<file path="src/rtl/wavegen_pkg.sv">
// Shared types and constants for the wavegen channel datapath.
// The optional sine mode is controlled by the WAVEGEN_SINE_EN macro (see wavegen_channel).
package wavegen_pkg;

    localparam int PWORD_W      = 16;   // phase word fed to the shapers
    localparam int OFST_W       = 16;
    localparam int AMPL_W       = 16;
    localparam int DCYC_W       = 16;
    localparam int MODE_W       = 3;
    localparam int SINE_IDX_W   = 10;   // top phase-word bits that address the folded sine ROM

    localparam logic [AMPL_W-1:0] AMPL_UNITY = 16'h8000;   // 1.0 in Q1.15

    localparam logic signed [15:0] SAMPLE_MAX = 16'sh7FFF;
    localparam logic signed [15:0] SAMPLE_MIN = 16'sh8000;

    typedef enum logic [MODE_W-1:0] {
        WG_DC   = 3'd0,
        WG_SAW  = 3'd1,
        WG_TRI  = 3'd2,
        WG_SQR  = 3'd3,
        WG_SINE = 3'd4
    } wg_mode_e;

    typedef enum logic [1:0] {
        ST_IDLE = 2'd0,
        ST_RUN  = 2'd1,
        ST_DONE = 2'd2
    } wg_state_e;

    // Clamp the offset-corrected sum into the signed 16-bit sample range.
    function automatic logic signed [15:0] sat16(input logic signed [18:0] v);
        if (v > 19'sd32767) begin
            return SAMPLE_MAX;
        end else if (v < -19'sd32768) begin
            return SAMPLE_MIN;
        end else begin
            return v[15:0];
        end
    endfunction

endpackage

</file>
<file path="src/rtl/wavegen_sine_lut.sv">
// Quarter-wave sine ROM with quadrant folding.
// Only instantiated when WAVEGEN_SINE_EN is defined; purely combinational.
// Only the top 10 bits of the phase word matter: 2 quadrant bits + 8 index bits,
// so the port carries just those.
module wavegen_sine_lut
    import wavegen_pkg::*;
(
    input  logic [SINE_IDX_W-1:0] phase_hi_i,
    output logic signed [15:0]    sine_o
);

    localparam real PI = 3.14159265358979323846;

    // Table entry k = round(32767 * sin(2*pi*k/1024)), k in [0, 256].
    function automatic logic signed [15:0] lut_val(input int k);
        real x;
        x = 32767.0 * $sin(2.0 * PI * k / 1024.0);
        return 16'($rtoi(x + 0.5));
    endfunction

    logic signed [15:0] rom [0:256];

    for (genvar k = 0; k <= 256; k++) begin : g_rom
        assign rom[k] = lut_val(k);
    end

    logic [1:0]         quad;
    logic [7:0]         idx;
    logic [8:0]         addr;
    logic signed [15:0] mag;

    assign quad = phase_hi_i[9:8];
    assign idx  = phase_hi_i[7:0];

    // Odd quadrants walk the quarter wave backwards; the upper half is negated.
    always_comb begin
        addr = {1'b0, idx};
        if (quad[0]) begin
            addr = 9'd256 - {1'b0, idx};
        end
        mag    = rom[addr];
        sine_o = quad[1] ? -mag : mag;
    end

endmodule

</file>
<file path="src/rtl/wavegen_channel.sv">
// One waveform-synthesis channel: phase accumulator, run/cycle-count FSM,
// waveform shaper, Q1.15 gain, offset and saturation, two-stage output pipeline.
// Optional feature macro: WAVEGEN_SINE_EN enables mode 4 (sine) through
// wavegen_sine_lut; without it mode 4 produces 0 and no ROM is built.
//
// state   | meaning
// --------+---------------------------------------------------------------
// IDLE    | waiting for run_i; ticks ignored
// RUN     | ticks advance phase and emit samples; busy_o high
// DONE    | cycle budget reached; ticks ignored until run_i drops
module wavegen_channel
    import wavegen_pkg::*;
#(
    parameter int PHASE_W  = 32,
    parameter int SAMPLE_W = 16,
    parameter int CYCLE_W  = 16
) (
    input  logic                       S_AXI_ACLK,
    input  logic                       S_AXI_ARESET,
    input  logic                       run_i,
    input  logic [MODE_W-1:0]          mode_i,
    input  logic [PHASE_W-1:0]         frq_i,
    input  logic [OFST_W-1:0]          ofst_i,
    input  logic [AMPL_W-1:0]          ampl_i,
    input  logic [DCYC_W-1:0]          dcyc_i,
    input  logic [CYCLE_W-1:0]         cycl_i,
    input  logic                       sample_tick_i,
    output logic signed [SAMPLE_W-1:0] sample_o,
    output logic                       sample_valid_o,
    output logic                       busy_o,
    output logic                       done_o
);

    wg_state_e             state_q;
    logic [PHASE_W-1:0]    phase_q;
    logic [CYCLE_W-1:0]    count_q;

    logic [PHASE_W:0]      phase_sum;
    logic                  carry;
    logic [CYCLE_W:0]      count_inc;
    logic                  cycle_hit;
    logic                  tick_run;
    logic                  flush;

    logic [PWORD_W-1:0]    pword;
    logic [15:0]           tri_lin;
    logic signed [15:0]    raw_c;

    logic                  v1_q;
    logic signed [15:0]    raw_q;
    logic [AMPL_W-1:0]     ampl_q;
    logic signed [15:0]    ofst_q;

    logic signed [32:0]    raw_x;
    logic signed [32:0]    ampl_x;
    logic signed [32:0]    prod_c;
    logic signed [17:0]    scaled_c;
    logic signed [18:0]    sum_c;

    assign phase_sum = {1'b0, phase_q} + {1'b0, frq_i};
    assign carry     = phase_sum[PHASE_W];
    assign count_inc = {1'b0, count_q} + {{CYCLE_W{1'b0}}, 1'b1};
    // count+1 is compared unsaturated so a pinned counter still terminates.
    assign cycle_hit = carry && (cycl_i != '0) && (count_inc >= {1'b0, cycl_i});

    // A tick only counts in RUN with run_i still high; a run edge in the same clock wins.
    assign tick_run  = (state_q == ST_RUN) && run_i && sample_tick_i;
    // Leaving RUN through run_i discards whatever is still in the pipeline.
    assign flush     = (state_q == ST_RUN) && !run_i;

    // Sample shaping uses the pre-increment phase, so the first sample sees phase 0.
    assign pword   = phase_q[PHASE_W-1 -: PWORD_W];
    assign tri_lin = {pword[14:0], 1'b0};

`ifdef WAVEGEN_SINE_EN
    logic signed [15:0] sine_c;

    wavegen_sine_lut u_sine_lut (
        .phase_hi_i (pword[PWORD_W-1 -: SINE_IDX_W]),
        .sine_o     (sine_c)
    );
`endif

    // Waveform shaper: maps the phase word to a full-scale signed sample.
    always_comb begin
        raw_c = '0;
        case (mode_i)
            WG_DC:   raw_c = SAMPLE_MAX;
            // p - 32768 is just the MSB flipped.
            WG_SAW:  raw_c = {~pword[15], pword[14:0]};
            // Rising half: 2p' - 32768 (MSB flip); falling half: 32767 - 2p' wraps correctly in 16 bits.
            WG_TRI:  raw_c = pword[15] ? (16'h7FFF - tri_lin) : {~tri_lin[15], tri_lin[14:0]};
            WG_SQR:  raw_c = (pword < dcyc_i) ? SAMPLE_MAX : SAMPLE_MIN;
`ifdef WAVEGEN_SINE_EN
            WG_SINE: raw_c = sine_c;
`endif
            default: raw_c = '0;
        endcase
    end

    // Run/cycle FSM with phase accumulator, cycle counter and registered status outputs.
    always_ff @(posedge S_AXI_ACLK or posedge S_AXI_ARESET) begin
        if (S_AXI_ARESET) begin
            state_q <= ST_IDLE;
            phase_q <= '0;
            count_q <= '0;
            busy_o  <= 1'b0;
            done_o  <= 1'b0;
        end else begin
            done_o <= 1'b0;
            case (state_q)
                ST_IDLE: begin
                    if (run_i) begin
                        state_q <= ST_RUN;
                        phase_q <= '0;
                        count_q <= '0;
                        busy_o  <= 1'b1;
                    end
                end
                ST_RUN: begin
                    if (!run_i) begin
                        state_q <= ST_IDLE;
                        busy_o  <= 1'b0;
                    end else if (sample_tick_i) begin
                        phase_q <= phase_sum[PHASE_W-1:0];
                        if (carry && !(&count_q)) begin
                            count_q <= count_inc[CYCLE_W-1:0];
                        end
                        if (cycle_hit) begin
                            state_q <= ST_DONE;
                            busy_o  <= 1'b0;
                            done_o  <= 1'b1;
                        end
                    end
                end
                ST_DONE: begin
                    if (!run_i) begin
                        state_q <= ST_IDLE;
                    end
                end
                default: begin
                    state_q <= ST_IDLE;
                    busy_o  <= 1'b0;
                end
            endcase
        end
    end

    // Stage 1: capture the shaped sample with the gain/offset in force at this tick.
    always_ff @(posedge S_AXI_ACLK or posedge S_AXI_ARESET) begin
        if (S_AXI_ARESET) begin
            v1_q   <= 1'b0;
            raw_q  <= '0;
            ampl_q <= '0;
            ofst_q <= '0;
        end else begin
            v1_q <= tick_run;
            if (tick_run) begin
                raw_q  <= raw_c;
                ampl_q <= ampl_i;
                ofst_q <= ofst_i;
            end
        end
    end

    // Gain is unsigned Q1.15, so it is zero-extended before the signed multiply.
    assign raw_x    = {{17{raw_q[15]}}, raw_q};
    assign ampl_x   = {17'd0, ampl_q};
    assign prod_c   = raw_x * ampl_x;
    assign scaled_c = prod_c[32:15];
    assign sum_c    = {scaled_c[17], scaled_c} + {{3{ofst_q[15]}}, ofst_q};

    // Stage 2: saturated output register; sample_o holds between strobes.
    always_ff @(posedge S_AXI_ACLK or posedge S_AXI_ARESET) begin
        if (S_AXI_ARESET) begin
            sample_o       <= '0;
            sample_valid_o <= 1'b0;
        end else begin
            sample_valid_o <= v1_q && !flush;
            if (v1_q && !flush) begin
                sample_o <= sat16(sum_c);
            end
        end
    end

endmodule

</file>
<file path="config.mk">
export PLATFORM = sky130hd
export DESIGN_NAME = wavegen_channel
export DESIGN_NICKNAME = d
export VERILOG_FILES = /design/src/rtl/wavegen_pkg.sv /design/src/rtl/wavegen_sine_lut.sv /design/src/rtl/wavegen_channel.sv
export SDC_FILE = /design/constraint.sdc
export NUM_CORES = 1
export LEC_CHECK = 0
export BUFFER_PORTS_ARGS = -buffer_cell sky130_fd_sc_hd__buf_2
export CAP_MARGIN = 20
export CELL_PAD_IN_SITES_DETAIL_PLACEMENT = 0
export CELL_PAD_IN_SITES_GLOBAL_PLACEMENT = 2
export CORE_AREA = 2 2 240 242
export CTS_CLUSTER_SIZE = 8
export DETAILED_ROUTE_END_ITERATION = 7
export DIE_AREA = 0 0 242 244
export GPL_ROUTABILITY_DRIVEN = 0
export PLACE_DENSITY = 0.72
export SLEW_MARGIN = 30
export SYNTH_ARGS = -nofsm -noshare
export SYNTH_HDL_FRONTEND = slang
export SYNTH_HIERARCHICAL = 1
export SYNTH_SLANG_ARGS = --single-unit
</file>
<file path="constraint.sdc">
create_clock -name S_AXI_ACLK -period 9.9 [get_ports S_AXI_ACLK]
set_input_delay 1.485 -clock S_AXI_ACLK [delete_from_list [all_inputs] [get_ports S_AXI_ACLK]]
set_output_delay 1.485 -clock S_AXI_ACLK [all_outputs]
set_load 0.01 [all_outputs]
</file>
==> metrics.md, run 1 <==
| Metric | Value |
|---|---|
| Antenna-violating nets left | `0` |
| Hold Path Class | `register to register` |
| Max-Cap Viols | `0` |
| Worst Setup SP | `ampl_q[2]` |
| Ranking of synthesized cells by area | `fa_1, dfrtp_1, ha_1` |
| Share of cells above drive strength 1 | `9.22%` |
| Post-CTS setup buffer count | `0` |
| Die width | `around 240 um` |
| CTS Sinks | `around 120` |
| DR iter-0 viols | `around 630` |
| Hold wc startpoint | `phase_q[10]` |
| Reg2Reg Setup Slack | `1350 ps` |
| H-tree depth | `4` |
| Number of global-route vias before repair | `between 10000 and 15000` |
| Slew Limit Fails | `0` |
| Post-synthesis compound-gate area fraction | `a little over an eighth` |
| Via Count | `about 13000` |
| Die Y | `approximately 240 um` |
| Core Region | `~0.056 sq mm` |
| YS warnings | `6` |
| Setup ws final | `1350 ps` |
| Total CTS buffers | `17` |
| CTS tree | `done` |
| Simple-Gate Fraction of Synth Area | `between 15 and 20%` |
| Die area | `0.0590 sq mm` |
| Met1 WL | `between 15 and 20 mm` |
| Area Growth Syn to Fin | `11.3%` |
| CTS clk-pin slew, worst paths | `approximately 60 ps` |
| Nets | `2528` |
| Critical Path Max Stage Delay | `slightly above 600 ps` |
| Top sig layer | `met5` |
| Synth Area in XOR/XNOR | `under 10%` |
| Initial core utilization | `between 20 and 30%` |
| Min cycle time layout | `8550 ps` |
| Initial antenna violation count | `3` |
| Port bufs | `~120` |
| Sequential area share after synthesis | `between 10% and 20%` |
| WL/cell | `16.0 um` |
| Pin count of the biggest net entering global routing | `74` |
| Crit path capture type | `register` |
| Fraction of the mapped netlist area in adder cells | `38.4%` |
| Final setup viols | `0` |
| DP Worst Slack | `approximately 1300 ps` |
| Hold Violations, Final | `0` |
| Number of distinct library cells after synthesis | `78` |
| CP top delay family | `adder cells` |
| Root buf cell | `clkbuf_16` |
| Final hold slack | `481 ps` |
| Crit path required time | `between 10000 and 15000 ps` |
| Remaining global-route overflow | `0` |
| Filler cells | `6000` |
| Pre-Repair DR Iteration Count | `5` |
| Syn Inst Count | `between 1500 and 2000` |
| Post-synth top area share | `a little under a quarter` |
| Most frequent CP cell | `fa_1` |
| Area leader, netlist | `fa_1` |
| Clock skew | `between 15 and 20 ps` |
| First-pass GRT wire length | `~74 mm` |
| Max clock buf depth | `2` |
| Crit start category | `register` |
| I/O Pins | `approximately 120` |
| Worst Path Max Fanout | `17` |
| # DRC | `0` |
| Detailed-route vias per instance | `roughly 4.8` |
| Synth Area per Inst | `approximately 8.6 sq um` |
| Status | `completed` |
| Reg-to-reg startpoint | `ampl_q[2]` |
| Antenna cells | `0` |
| Largest family of logic cells by synthesized area | `adder cells` |
| Setup TNS Final | `0 ps` |
| Commonest cells after routing, fill and taps aside | `nand2_1, inv_1, ha_1` |
| Synthesized area | `0.0168 sq mm` |
| Max Fclk | `approximately 120 MHz` |
| Syn_nets | `~2500` |
| Clock Latency Late Sink | `roughly 460 ps` |
| CTS Hold Bufs | `0` |
| Critical path buffers and inverters | `4` |
| Cts repair resizes | `0` |
| RSZ-0062 raised after global routing | `no` |
| Synth async-reset ratio | `100%` |
| Row count | `87` |
| WL met2 | `23.4 mm` |
| Most common cell after layout, fill and taps aside | `nand2_1` |
| Final Cycle Share | `86.4%` |
| Main synth FF type | `dfrtp_1` |
| Overall routing resource usage | `between 10% and 20%` |
| CP max stage cell | `o31ai_1` |
| HPWL after DPL | `around 36 mm` |
| Post-synth EDFFs | `0` |
| Routed met3 length | `approximately 1.2 mm` |
| Seq cells post-synth | `around 120` |
| Critical Path AT | `a little under 9000 ps` |
| Total wire length | `approximately 45 mm` |
| Slew HR | `roughly 40%` |
| Multiplexer share of the synthesized area | `less than 1%` |
| Slew @ Worst Pin | `903 ps` |
| Crit path kind | `register to register` |
[state kept, by name, indices dropped and copies added (netlist names)]
name            cells
count_q            16
done_o              1
raw_q              16
v1_q                1
ampl_q             16
sample_o           16
ofst_q             16
state_q             2
busy_o              1
sample_valid_o      1
phase_q            32
[stage by stage]
| stage | util, % | std cells | instance area (sq um) |
|---|---|---|---|
| after floorplan | - | 1953 | 16800 |
| after global placement | 32.3 | 2764 | 18100 |
| after detailed placement | 32.3 | 2764 | 18100 |
| after CTS | 33.3 | 2795 | 18700 |
| after global routing | 33.3 | 2795 | 18700 |
| final | 33.3 | 2795 | 18700 |
[layout make-up]
class,count,area [sq um],share of cell area [%]
well taps,756,946,5.06
clock inverters,13,135,0.723
flip-flops and latches,118,2950,15.8
repair buffers,127,654,3.50
inverters,290,1090,5.84
multi-input cells,1473,12500,66.8
clock buffers,18,429,2.30
[cells by family (layout without fill, tap and decap cells)]
kind of cell | Yosys count | after routing
muxes | 1 | 1
and+or+nand+nor | 648 | 648
buffers and inverters | 362 | 448
AOI/OAI and AO/OA | 339 | 339
adders and majority gates | 398 | 398
DFF | 118 | 118
xor gates and xnor gates | 87 | 87
[synth_stat cells (15+ instances only)]
library cell	n
and2_1	114
o31ai_1	17
nand2_1	331
and3_1	15
a21oi_1	87
o21ai_0	100
xor2_1	29
fa_1	195
a21o_1	26
clkbuf_1	66
ha_1	203
nand2b_1	25
nor2_1	55
xnor2_1	58
dfrtp_1	118
nand3_1	40
inv_1	289
nor3_1	15
[final timing paths]
kind / depth (start not counted) / endpoint
max: 30 / sample_o[9]
min: 2 / phase_q[10]
max reg2reg: 30 / sample_o[9]
min reg2reg: 2 / phase_q[10]
max in group asynchronous: 3 / ampl_q[2]
min in group asynchronous: 2 / count_q[2]
[metal layers]
metal | global-route usage [%] | vias to the layer above
met5 | 0 | -
met3 | 2.27 | 38
met2 | 28.1 | 181
li1 | - | 6527
met1 | 19.5 | 6651
met4 | 3.74 | 6
[worst min-delay path, cell delays in order, from the launching register on]
cell	delay (ps)
dfrtp_1	340
nand2_1	50
o31ai_1	50
Power of run 1 is left out: the tool's default activity adds up to more than one toggle a clock period on the data nets, which glitch-free logic cannot reach.
==> run 2, diff against run 1 <==
- PLACE_DENSITY: 0.72 -> 0.66
==> run 2 against run 1 <==
Non-clock buffer count unchanged. Design area is 0.13% higher. Global-route usage rose by 0.43 points. Routed wire length grew 2.2%. Clock skew barely moved. Critical path type unchanged. Highest routed layer unchanged. Hold slack improved by 1.9 ps. Largest cell class unchanged. Sequential share of layout area about the same.
==> metrics.md, run 2 (synthesis results as in run 1) <==
| Metric | Value |
|---|---|
| Status | `completed` |
| Routed met3 length | `around 1.0 mm` |
| HPWL after DPL | `36.3 mm` |
| Initial core utilization | `between 20% and 30%` |
| Die Y | `about 240 um` |
| Core Region | `between 0.05 and 0.06 sq mm` |
| Total CTS buffers | `17` |
| Max Fclk | `around 120 MHz` |
| Crit path required time | `a little over 10000 ps` |
| Final hold slack | `483 ps` |
| Slew @ Worst Pin | `936 ps` |
| Port bufs | `121` |
| # DRC | `0` |
| Reg-to-reg startpoint | `ampl_q[2]` |
| Die width | `around 240 um` |
| Clock skew | `approximately 15 ps` |
| First-pass GRT wire length | `75.2 mm` |
| Total wire length | `around 46 mm` |
| Worst Path Max Fanout | `17` |
| Initial antenna violation count | `2` |
| Slew HR | `about 38%` |
| Hold Violations, Final | `0` |
| Via Count | `around 13000` |
| Cells after DPL | `about 2800` |
| Hold wc startpoint | `phase_q[3]` |
| Reg2Reg Setup Slack | `approximately 1300 ps` |
| Overall routing resource usage | `approximately 16%` |
| Worst R2R End | `sample_o[11]` |
| Critical Path AT | `between 8000 and 9000 ps` |
| Crit path kind | `register to register` |
| RSZ-0062 raised after global routing | `no` |
| CTS tree | `done` |
| Final Cycle Share | `86.4%` |
| Root buf cell | `clkbuf_16` |
| Met1 WL | `about 20 mm` |
| Reg2Reg Depth | `30` |
| CTS Sinks | `118` |
| Crit start category | `register` |
| Number of global-route vias before repair | `between 10000 and 15000` |
| WL met2 | `23.4 mm` |
| Critical Path Max Stage Delay | `a little over 600 ps` |
| Remaining global-route overflow | `0` |
| Nets | `between 2000 and 3000` |
| CTS clk-pin slew, worst paths | `about 70 ps` |
| Largest register FFs | `32` |
| Final Non-Filler Cells | `approximately 2800` |
| Hold Path Cell Cnt | `2` |
| CTS Hold Bufs | `0` |
| Clock Latency Late Sink | `450 ps` |
| CP max stage cell | `dfrtp_1` |
| Share of cells above drive strength 1 | `9.26%` |
| Antenna-violating nets left | `0` |
| Post-CTS setup buffer count | `0` |
| H-tree depth | `4` |
| Antenna cells | `0` |
| Most common cell after layout, fill and taps aside | `nand2_1` |
| Slew Limit Fails | `0` |
| Row count | `a little under 90` |
| Min cycle time layout | `8550 ps` |
| Top sig layer | `met5` |
| Max clock buf depth | `2` |
| Area Growth Syn to Fin | `11.5%` |
| Max-Cap Viols | `0` |
| Biggest register | `phase_q` |
| Pin count of the biggest net entering global routing | `65` |
| Pre-Repair DR Iteration Count | `6` |
| Die area | `0.0590 sq mm` |
| Detailed-route vias per instance | `between 4 and 5` |
| Final setup viols | `0` |
| Commonest cells after routing, fill and taps aside | `nand2_1, inv_1, ha_1` |
| WL/cell | `16.4 um` |
| Most frequent CP cell | `fa_1` |
| I/O Pins | `about 120` |
| DR iter-0 viols | `just over 500` |
| Crit path capture type | `register` |
| Setup TNS Final | `0 ps` |
| Hold EP | `phase_q[3]` |
| Cts repair resizes | `0` |
| Hold Path Class | `register to register` |
## run 2: cell count changes in the layout (fill, tap and decap cells not counted), sizes merged
cell      before  now
clkinv         9    6
inv          290  292
clkinvlp       2    4
## run 2: routing by layer
layer | track usage [%] | vias to the layer above
met3 | 1.95 | 40
li1 | - | 6522
met4 | 4.47 | 4
met5 | 0 | -
met2 | 28.5 | 164
met1 | 20.3 | 6515
## run 2: critical path, delay by kind of cell, from the launching register on
family / cells / cell delay, ps
adders and majority gates: 8 / 3360
AOI/OAI and AO/OA: 11 / 3010
and+or+nand+nor: 5 / 1010
DFF: 1 / 620
xor gates and xnor gates: 2 / 310
buffers and inverters: 4 / 180
## run 2: final cells by class
class,count,area (sq um)
Clock buffer,18,439
Clock inverter,14,153
Fill cell,6042,37400
Inverter,290,1090
Multi-Input combinational cell,1473,12500
Sequential cell,118,2950
Tap cell,756,946
Timing Repair Buffer,127,651
## run 2: worst max-delay path by stage
stage | from | end | slack [ps] | cells past startpoint
final | ampl_q[2] | sample_o[11] | 1350 | 30
after global placement | ampl_q[2] | sample_o[3] | 1360 | 30
after global routing | ampl_q[2] | sample_o[13] | 580 | 31
after CTS | ampl_q[2] | sample_o[13] | 1170 | 30
after detailed placement | ampl_q[2] | sample_o[13] | 1180 | 30
after floorplan | raw_q[6] | sample_o[1] | 2420 | 31
## run 2: stage by stage
stage	cell area [sq um]	utilization [%]	worst slack [ps]
finish	18700	33.3	1350
floorplan	16800	-	2420
global placement	18100	32.3	1360
global route	18700	33.3	584
CTS	18700	33.3	1170
detailed placement	18100	32.3	1180
Power of run 2 is left out for the same reason.
==> run 3, diff against run 2 <==
- ABC_AREA: not set -> 1
- CORE_AREA: 2 2 240 242 -> 2 2 250 252
- DIE_AREA: 0 0 242 244 -> 0 0 252 254
- PLACE_DENSITY: 0.66 -> 0.7
==> run 3 against run 2 <==
Hold slack got worse by 2.3 ps. Via count rose by 20%. Cell count is 22% higher. Critical path depth did not move. Count of clock-buffer cells in the layout rose by 5. Register-to-register slack gained 570 ps. Clock skew about the same. Critical path type unchanged.
==> metrics.md, run 3 <==
| Metric | Value |
|---|---|
| Status | `completed` |
| Core Region | `between 0.06 and 0.07 sq mm` |
| Clock skew | `15.6 ps` |
| Port bufs | `approximately 120` |
| Pin count of the biggest net entering global routing | `73` |
| CTS tree | `done` |
| Share of cells above drive strength 1 | `a little under 9%` |
| Number of distinct library cells after synthesis | `47` |
| Critical Path AT | `8320 ps` |
| Synth Area per Inst | `7.16 sq um` |
| Post-synth top area share | `between 20% and 30%` |
| Setup TNS Final | `0 ps` |
| Hold Violations, Final | `0` |
| CP max stage cell | `dfrtp_1` |
| Reg2Reg Depth | `30` |
| Crit path capture type | `register` |
| Worst Path Max Fanout | `17` |
| YS warnings | `6` |
| Crit start category | `register` |
| Slew @ Worst Pin | `943 ps` |
| Largest register FFs | `32` |
| Root buf cell | `clkbuf_16` |
| Nets | `3106` |
| Total CTS buffers | `17` |
| Ranking of synthesized cells by area | `fa_1, dfrtp_1, nand2_1` |
| Levels on crit path | `30` |
| Critical Path Max Stage Delay | `between 900 and 1000 ps` |
| Final Cycle Share | `around four fifths` |
| Number of global-route vias before repair | `~17000` |
| Slew HR | `37.1%` |
| Sequential area share after synthesis | `between 15 and 20%` |
| Overall routing resource usage | `18.9%` |
| H-tree depth | `4` |
| Row count | `slightly above 90` |
| Initial core utilization | `between 20% and 30%` |
| Syn_nets | `around 3000` |
| Remaining global-route overflow | `0` |
| WL/cell | `about 17 um` |
| Commonest cells after routing, fill and taps aside | `nand2_1, inv_1, ha_1` |
| Hold Path Class | `register to register` |
| HPWL after DPL | `~45 mm` |
| Seq cells post-synth | `roughly 120` |
| Area Growth Syn to Fin | `10.4%` |
| First-pass GRT wire length | `roughly 93 mm` |
| Total wire length | `57.3 mm` |
| Final setup viols | `0` |
| Antenna-violating nets left | `0` |
| Detailed-route vias per instance | `between 4 and 5` |
| CP top delay family | `adder cells` |
| Synthesized area | `about 0.018 sq mm` |
| Synth async-reset ratio | `between 90% and 100%` |
| Pre-Repair DR Iteration Count | `5` |
| Min cycle time layout | `approximately 8000 ps` |
| Die area | `around 0.064 sq mm` |
| Antenna cells | `0` |
| Most common cell after layout, fill and taps aside | `nand2_1` |
| CTS Hold Bufs | `0` |
| Die width | `between 200 and 300 um` |
| Via Count | `approximately 16000` |
| Area leader, netlist | `fa_1` |
| Post-CTS setup buffer count | `0` |
| CTS clk-pin slew, worst paths | `70 ps` |
| CTS Sinks | `~120` |
| RSZ-0062 raised after global routing | `no` |
| Biggest register | `phase_q` |
| Most numerous cell in the Yosys netlist | `nand2_1` |
| Clock Latency Late Sink | `roughly 480 ps` |
| Slew Limit Fails | `0` |
| Die Y | `254 um` |
| Hold Path Cell Cnt | `2` |
| Max-Cap Viols | `0` |
| Max Fclk | `roughly 130 MHz` |
| Critical path buffers and inverters | `5` |
| Most frequent CP cell | `fa_1` |
| DR iter-0 viols | `972` |
| Crit path required time | `10240 ps` |
| Crit path kind | `register to register` |
| Cts repair resizes | `0` |
| Syn Inst Count | `roughly 2500` |
| Max clock buf depth | `2` |
| Main synth FF type | `dfrtp_1` |
| Most instantiated cells after synthesis | `nand2_1, inv_1, ha_1, fa_1, nor2_1` |
| # DRC | `0` |
| I/O Pins | `roughly 120` |
| Post-synth EDFFs | `0` |
| Initial antenna violation count | `1` |
## run 3: changes by cell type after synthesis, moves of 14 or more
cell	before	now
and2_1	114	3
nand3_1	40	88
nor2_1	55	141
nand2b_1	25	0
xnor2_1	58	12
a21o_1	26	7
a21oi_1	87	106
inv_1	289	521
and3_1	15	1
nand2_1	331	770
nand2_2	1	15
or2_2	1	17
## run 3: layout make-up
| cell class | instances | area (sq um) |
|---|---|---|
| sequential | 118 | 2950 |
| tap | 790 | 988 |
| multi-input combinational | 1809 | 12900 |
| clock buffer | 23 | 478 |
| clock inverter | 8 | 123 |
| fill | 6668 | 41200 |
| inverter | 526 | 1980 |
| timing repair buffer | 133 | 699 |
## run 3: through the flow
stage | instances | hold slack, ps | instance area (sq um) | setup WS (ps) | utilization, %
2_1_floorplan | 2544 | 448 | 18200 | 3000 | -
5_1_grt | 3407 | 523 | 20100 | 1270 | 32.8
6_report | 3407 | 481 | 20100 | 1920 | 32.8
4_1_cts | 3407 | 486 | 20100 | 1840 | 32.8
3_5_place_dp | 3376 | 472 | 19500 | 1880 | 31.8
3_3_place_gp | 3376 | 469 | 19500 | 1990 | 31.8
## run 3: cells by family (layout without fill, tap and decap cells)
group,count (synthesis),after routing,share of synthesized area (%)
adders and majority gates,398,398,35.4
xor gates and xnor gates,40,40,1.92
AOI/OAI and AO/OA,277,277,8.76
buffers and inverters,617,690,13.0
DFF,118,118,16.2
and+or+nand+nor,1094,1094,24.7
## run 3: per-layer routing
layer,global-route usage [%],routed length (um),vias to the layer above
met5,0,16,-
met4,4.78,1040,2
met3,2.81,2050,56
met2,30.2,25900,283
met1,26.7,28300,7660
li1,-,-,7874
## run 3: path summary, 6_finish.rpt
check / slack (ps) / end / startpoint
setup / recovery: 1920 / sample_o[14] / ampl_q[5]
hold / removal: 480 / ofst_q[5] / ofst_q[5]
setup reg to reg: 1920 / sample_o[14] / ampl_q[5]
hold reg to reg: 480 / ofst_q[5] / ofst_q[5]
max in group asynchronous: 7650 / raw_q[10] / S_AXI_ARESET
min in group asynchronous: 1100 / count_q[11] / S_AXI_ARESET
## run 3: tightest hold or removal path, cell delays in order (launching register included)
cell	delay, ps
dfrtp_1	350
nand2_1	60
nand2_1	40
Power of run 3 is left out for the same reason.
